--- src/rtl/wb_invsqrt_initiator_pkg.sv ---
// Shared types and constants for the Wishbone inverse-square-root initiator.
package wb_invsqrt_initiator_pkg;

    localparam int INT_WIDTH   = 12;
    localparam int FRACT_WIDTH = 4;
    localparam int DATA_WIDTH  = INT_WIDTH + FRACT_WIDTH;
    localparam int ADR_WIDTH   = 32;
    localparam int CNT_WIDTH   = 8;

    typedef enum logic [2:0] {
        IDLE   = 3'b000,
        WRITE  = 3'b001,
        GAP    = 3'b010,
        READ   = 3'b011,
        OUTPUT = 3'b100
    } state_t;

    // Everything the initiator drives onto the bus, registered as one bundle
    typedef struct packed {
        logic                  cyc;
        logic                  stb;
        logic                  we;
        logic [ADR_WIDTH-1:0]  adr;
        logic [DATA_WIDTH-1:0] dat;
    } wb_req_t;

    // Released bus: strobes low, address and data parked at zero
    localparam wb_req_t WB_IDLE = '0;

    function automatic wb_req_t wb_req(input logic                  we,
                                       input logic [ADR_WIDTH-1:0]  adr,
                                       input logic [DATA_WIDTH-1:0] dat);
        wb_req_t r;
        r.cyc = 1'b1;
        r.stb = 1'b1;
        r.we  = we;
        r.adr = adr;
        r.dat = dat;
        return r;
    endfunction

endpackage

--- src/rtl/wb_invsqrt_initiator.sv ---
// Streams one Q12.4 operand at a time to a memory-mapped inverse-sqrt
// accelerator: write operand, wait a fixed gap, read result, hand it on.
//
// state  | meaning
// -------+-----------------------------------------------------------
// IDLE   | s_ready high, bus released, waiting for an operand
// WRITE  | write strobe to BASE_ADR with the operand, waiting for ack
// GAP    | bus released, counting GAP_CYCLES while the accelerator works
// READ   | read strobe to BASE_ADR+4, waiting for ack
// OUTPUT | m_valid high with result (or timeout flag) until m_ready
module wb_invsqrt_initiator
    import wb_invsqrt_initiator_pkg::*;
#(
    parameter logic [31:0] BASE_ADR   = 32'h8000_1000,
    parameter int          GAP_CYCLES = 8,
    parameter int          TIMEOUT    = 64
) (
    input  logic        clk,
    input  logic        rst,
    input  logic [15:0] s_data,
    input  logic        s_valid,
    output logic        s_ready,
    output logic [15:0] m_data,
    output logic        m_err,
    output logic        m_valid,
    input  logic        m_ready,
    output logic [31:0] adr_o,
    output logic [15:0] dat_o,
    output logic        we_o,
    output logic        cyc_o,
    output logic        stb_o,
    input  logic [15:0] dat_i,
    input  logic        ack_i
);

    // Terminal counts for the shared gap/timeout counter
    localparam logic [CNT_WIDTH-1:0] GAP_LAST     = CNT_WIDTH'(GAP_CYCLES - 1);
    localparam logic [CNT_WIDTH-1:0] TIMEOUT_LAST = CNT_WIDTH'(TIMEOUT - 1);
    localparam logic [31:0]          RESULT_ADR   = BASE_ADR + 32'd4;

    state_t                r_state;
    logic [CNT_WIDTH-1:0]  r_cnt;
    wb_req_t               r_bus;
    logic                  r_s_ready;
    logic [DATA_WIDTH-1:0] r_m_data;
    logic                  r_m_err;
    logic                  r_m_valid;

    // Sequencer: bus requests, gap/timeout counting and result hand-off.
    // A bus cycle times out once TIMEOUT strobed cycles pass without ack;
    // ack is tested first so an ack on the last allowed cycle still wins.
    always_ff @(posedge clk or posedge rst) begin
        if (rst) begin
            r_state   <= IDLE;
            r_cnt     <= '0;
            r_bus     <= WB_IDLE;
            r_s_ready <= 1'b1;
            r_m_data  <= '0;
            r_m_err   <= 1'b0;
            r_m_valid <= 1'b0;
        end else begin
            case (r_state)
                IDLE: begin
                    if (s_valid && r_s_ready) begin
                        r_s_ready <= 1'b0;
                        r_cnt     <= '0;
                        r_bus     <= wb_req(1'b1, BASE_ADR, s_data);
                        r_state   <= WRITE;
                    end
                end
                WRITE: begin
                    if (ack_i) begin
                        r_cnt <= '0;
                        if (GAP_CYCLES == 0) begin
                            r_bus   <= wb_req(1'b0, RESULT_ADR, '0);
                            r_state <= READ;
                        end else begin
                            r_bus   <= WB_IDLE;
                            r_state <= GAP;
                        end
                    end else if (r_cnt == TIMEOUT_LAST) begin
                        r_cnt     <= '0;
                        r_bus     <= WB_IDLE;
                        r_m_data  <= '0;
                        r_m_err   <= 1'b1;
                        r_m_valid <= 1'b1;
                        r_state   <= OUTPUT;
                    end else begin
                        r_cnt <= r_cnt + 1'b1;
                    end
                end
                GAP: begin
                    // ack_i is deliberately ignored here: the bus is released
                    if (r_cnt == GAP_LAST) begin
                        r_cnt   <= '0;
                        r_bus   <= wb_req(1'b0, RESULT_ADR, '0);
                        r_state <= READ;
                    end else begin
                        r_cnt <= r_cnt + 1'b1;
                    end
                end
                READ: begin
                    if (ack_i) begin
                        r_cnt     <= '0;
                        r_bus     <= WB_IDLE;
                        r_m_data  <= dat_i;
                        r_m_err   <= 1'b0;
                        r_m_valid <= 1'b1;
                        r_state   <= OUTPUT;
                    end else if (r_cnt == TIMEOUT_LAST) begin
                        r_cnt     <= '0;
                        r_bus     <= WB_IDLE;
                        r_m_data  <= '0;
                        r_m_err   <= 1'b1;
                        r_m_valid <= 1'b1;
                        r_state   <= OUTPUT;
                    end else begin
                        r_cnt <= r_cnt + 1'b1;
                    end
                end
                OUTPUT: begin
                    if (m_ready) begin
                        r_m_valid <= 1'b0;
                        r_s_ready <= 1'b1;
                        r_state   <= IDLE;
                    end
                end
                default: begin
                    r_cnt     <= '0;
                    r_bus     <= WB_IDLE;
                    r_s_ready <= 1'b1;
                    r_m_valid <= 1'b0;
                    r_state   <= IDLE;
                end
            endcase
        end
    end

    assign s_ready = r_s_ready;
    assign m_data  = r_m_data;
    assign m_err   = r_m_err;
    assign m_valid = r_m_valid;
    assign cyc_o   = r_bus.cyc;
    assign stb_o   = r_bus.stb;
    assign we_o    = r_bus.we;
    assign adr_o   = r_bus.adr;
    assign dat_o   = r_bus.dat;

endmodule
--- config.mk ---
export PLATFORM = sky130hd
export DESIGN_NAME = wb_invsqrt_initiator
export DESIGN_NICKNAME = d
export VERILOG_FILES = /design/src/rtl/wb_invsqrt_initiator_pkg.sv /design/src/rtl/wb_invsqrt_initiator.sv
export SDC_FILE = /design/constraint.sdc
export NUM_CORES = 1
export LEC_CHECK = 0
export CORE_MARGIN = 5
export CORE_UTILIZATION = 38
export DETAILED_ROUTE_END_ITERATION = 12
export PLACE_DENSITY = 0.76
export SLEW_MARGIN = 30
export SYNTH_ARGS = -nofsm -noshare
export SYNTH_HDL_FRONTEND = slang
export SYNTH_SLANG_ARGS = --single-unit
--- constraint.sdc ---
create_clock -name clk -period 1.55 [get_ports clk]
set_input_delay 0.31 -clock clk [delete_from_list [all_inputs] [get_ports clk]]
set_output_delay 0.31 -clock clk [all_outputs]
set_load 0.005 [all_outputs]
==> results of run 1 <==
-- path summary, 6_finish.rpt --
check,from,endpoint,slack [ns]
max,r_state[0],dat_o[11],-0.04
min,rst,m_data[7],0.36
max reg2reg,r_state[0],dat_o[11],-0.04
min reg2reg,we_o,we_o,0.49
max in group asynchronous,rst,s_ready,0.92
min in group clk,we_o,we_o,0.49
-- flip-flops by register name, indices dropped and copies added (netlist names) --
register  flops
r_cnt         8
r_state       3
dat_o        16
m_err         1
m_data       16
s_ready       1
adr_o         2
we_o          1
m_valid       1
-- kinds of logic (layout without fill, tap and decap cells) --
logic type,Yosys count,after routing
AND/OR/NAND/NOR,63,63
AO/OA/AOI/OAI,67,67
multiplexers,1,1
adder cells (fa/ha/maj),1,1
other,1,29
buffers and inverters,47,131
flip-flops,49,49
XOR/XNOR,4,4
-- tightest hold or removal path, cell delays in order --
cell and delay, ns:
clkdlybuf4s50_1 0.41, inv_2 0.07, buf_12 0.25
-- metrics by stage --
stage / cells / total power, mW / cell area, µm²
after floorplan: 261 / 1.395 / 2570
after global placement: 406 / 1.449 / 3418
after detailed placement: 406 / 1.450 / 3418
after CTS: 416 / 2.165 / 3553
after global routing: 422 / 2.233 / 3664
final: 422 / 2.142 / 3664
-- report_power, final --
part / switching [mW] / internal (mW)
clock: 0.403 / 0.313
combinational: 0.0620 / 0.0865
sequential: 0 / 1.28
-- repair_timing --
item,CTS,global route
resized for setup,10,20
endpoints found under the hold margin,0,0
pin swaps,1,0
endpoints found under the setup margin,34,46
setup buffers,3,6
-- metal layers --
metal | global-route usage | up-vias
met3 | 0.05342 | 7
met2 | 0.2433 | 74
li1 | - | 968
met4 | 0.03846 | 0
met5 | 0 | -
met1 | 0.1725 | 980
-- layout make-up --
type / count / area [µm²] / share of cell area
Inverter: 5 / 18.77 / 0.005123
Clock buffer: 6 / 72.57 / 0.01981
Multi-Input combinational cell: 165 / 1081 / 0.2951
Tap cell: 77 / 96.34 / 0.02630
Sequential cell: 49 / 1230 / 0.3357
Timing Repair Buffer: 119 / 1156 / 0.3156
Clock inverter: 1 / 8.758 / 0.002391
-- cells in the final DEF, fill, tap and decap left out, types with 2 or more instances in the layout --
| cell | count |
|---|---|
| a22o_2 | 8 |
| o21ai_0 | 5 |
| dfrtp_1 | 46 |
| o21ai_1 | 2 |
| dlymetal6s2s_1 | 4 |
| conb_1 | 29 |
| clkdlybuf4s50_1 | 69 |
| a21o_1 | 2 |
| and2_4 | 2 |
| buf_6 | 4 |
| nand3_1 | 3 |
| a22o_1 | 10 |
| dfrtp_2 | 2 |
| nand2_1 | 43 |
| inv_1 | 4 |
| buf_12 | 4 |
| buf_4 | 34 |
| xnor2_1 | 3 |
| a211oi_1 | 2 |
| a21oi_1 | 26 |
| clkbuf_8 | 5 |
| dlygate4sd2_1 | 4 |
==> metrics.md, run 1 <==
| Metric | Value |
|---|---|
| Post-synthesis xor/xnor area fraction | `0.01435` |
| Max-slew headroom | `0.6527` |
| DP Worst Slack | `-0.3598 ns` |
| WP buf/inv | `0` |
| Starting DRT DRC Count | `73` |
| WL/cell | `14.69 µm` |
| Clock Sinks | `49` |
| Fraction of the mapped netlist area in simple logic gates | `0.1358` |
| Hold Crit Class | `primary input to async pin` |
| Worst Path Arrival | `1.78 ns` |
| Share of the cycle needed by the critical path after routing | `1.029` |
| Hold_ws | `0.3614 ns` |
| Global-route usage over all layers | `0.1441` |
| Worst skew pair latency | `0.30 ns` |
| Initial antenna violation count | `0` |
| Clk root buf | `clkbuf_8` |
| H-tree levels | `2` |
| Crit path max-delay cell type | `dfrtp_2` |
| Mux contribution to synthesized area | `0.004100` |
| Compound-Gate Fraction of Synth Area | `0.2040` |
| Crit-path max FO | `18` |
| Layout Skew | `0.006072 ns` |
| Layout cell share with drive strength beyond 1 | `0.2406` |
| Remaining DRCs | `0` |
| Total wire length | `6199 µm` |
| Aggregate global routing overflow | `0` |
| Initial core utilization | `0.3866` |
| Fin worst setup slack | `-0.04481 ns` |
| Tmin final | `1.595 ns` |
| Final setup fails | `17` |
| CTS tree | `yes` |
| Crit path depth | `4` |
| Required time of the worst setup path | `1.74 ns` |
| Die W | `90.15 µm` |
| Mean Syn Cell Area | `10.48 µm²` |
| Detailed Place HPWL | `4444 µm` |
| Number of flops mapped to enable cells by yosys | `0` |
| Mapped cell area | `2441 µm²` |
| Seq cells post-synth | `49` |
| Unrepaired setup endpoints after global routing | `true` |
| Fmax | `0.6270 GHz` |
| Slew Viols, Final | `0` |
| Synth top area share | `0.4921` |
| Synth Instances | `233` |
| Top cells by area, synth | `dfrtp_1 (49%), buf_4 (10%), nand2_1 (6.6%)` |
| Top layer in use | `met4` |
| WL met2 | `3203 µm` |
| Status | `finished with violations` |
| Post-synthesis sequential area ratio | `0.5028` |
| Nets | `383` |
| # hold bufs at CTS | `0` |
| Pwr per Cell Area | `584.6 nW/µm²` |
| Startpoint Class | `flop` |
| Largest net degree at the start of global routing | `50` |
| IO Pins | `107` |
| CP Capture Type | `flop` |
| Crit Path Category | `flop to flop` |
| Top cells by count, synth | `dfrtp_1 (48), nand2_1 (43), buf_4 (33)` |
| Synth Flop Type | `dfrtp_1` |
| Die height | `90.15 µm` |
| Peak supply drop | `0.3975 mV` |
| CORE AREA | `6314 µm²` |
| Least-Margin Pin Slew | `0.5185 ns` |
| Final hold violation count | `0` |
| Crit-path max cell delay | `0.47 ns` |
| Cell breakdown of the critical path | `o21ba_4 > a32oi_4 > o211ai_4 > a22o_2` |
| Detailed Routing Iterations Pass 1 | `4` |
| Kind of cell adding the most delay to the critical path | `compound AO/OA/AOI/OAI gates` |
| Failing checks | `setup timing` |
| Adder-cell share of the synthesized area | `0.005126` |
| Synth area leader | `dfrtp_1` |
| Final Util | `0.5803` |
| N_diodes | `0` |
| # port buffers | `77` |
| Total number of vias | `2029` |
| Post-synth cell types | `41` |
| Setup TNS | `-0.4463 ns` |
| Met3 wire length | `507 µm` |
| Max Buffers Root-to-Sink | `2` |
| Clock buffer count from CTS | `5` |
| First-pass GRT wire length | `9915 µm` |
| DRT met1 WL | `2430 µm` |
| Final GP Congestion | `0.8708` |
| Synth warn | `0` |
| Most frequent cell after synthesis | `dfrtp_1` |
| DRT antenna net count | `0` |
| Vias in the first global route | `2074` |
| # rows | `29` |
| Vias per std cell | `4.808` |
| Cells on worst reg2reg path | `4` |
| Filler instances | `564` |
| Leak | `1.711 nW` |
| Max_cap viols | `0` |
| Fraction of registers with async set/reset | `1.000` |
| Clock-pin slew on the worst setup and hold paths | `0.09 ns` |
| Largest family of logic cells by synthesized area | `compound AO/OA/AOI/OAI gates` |
| Area delta synth->final | `50.08%` |
| DIE AREA | `8127 µm²` |
Power figures use the tool's default switching activity.
==> inputs of run 2 (changes only) <==
Settings changed: SLEW_MARGIN 30 to default.
==> results of run 2 <==
The final DEF is identical to that of run 1; final timing and power are the same.
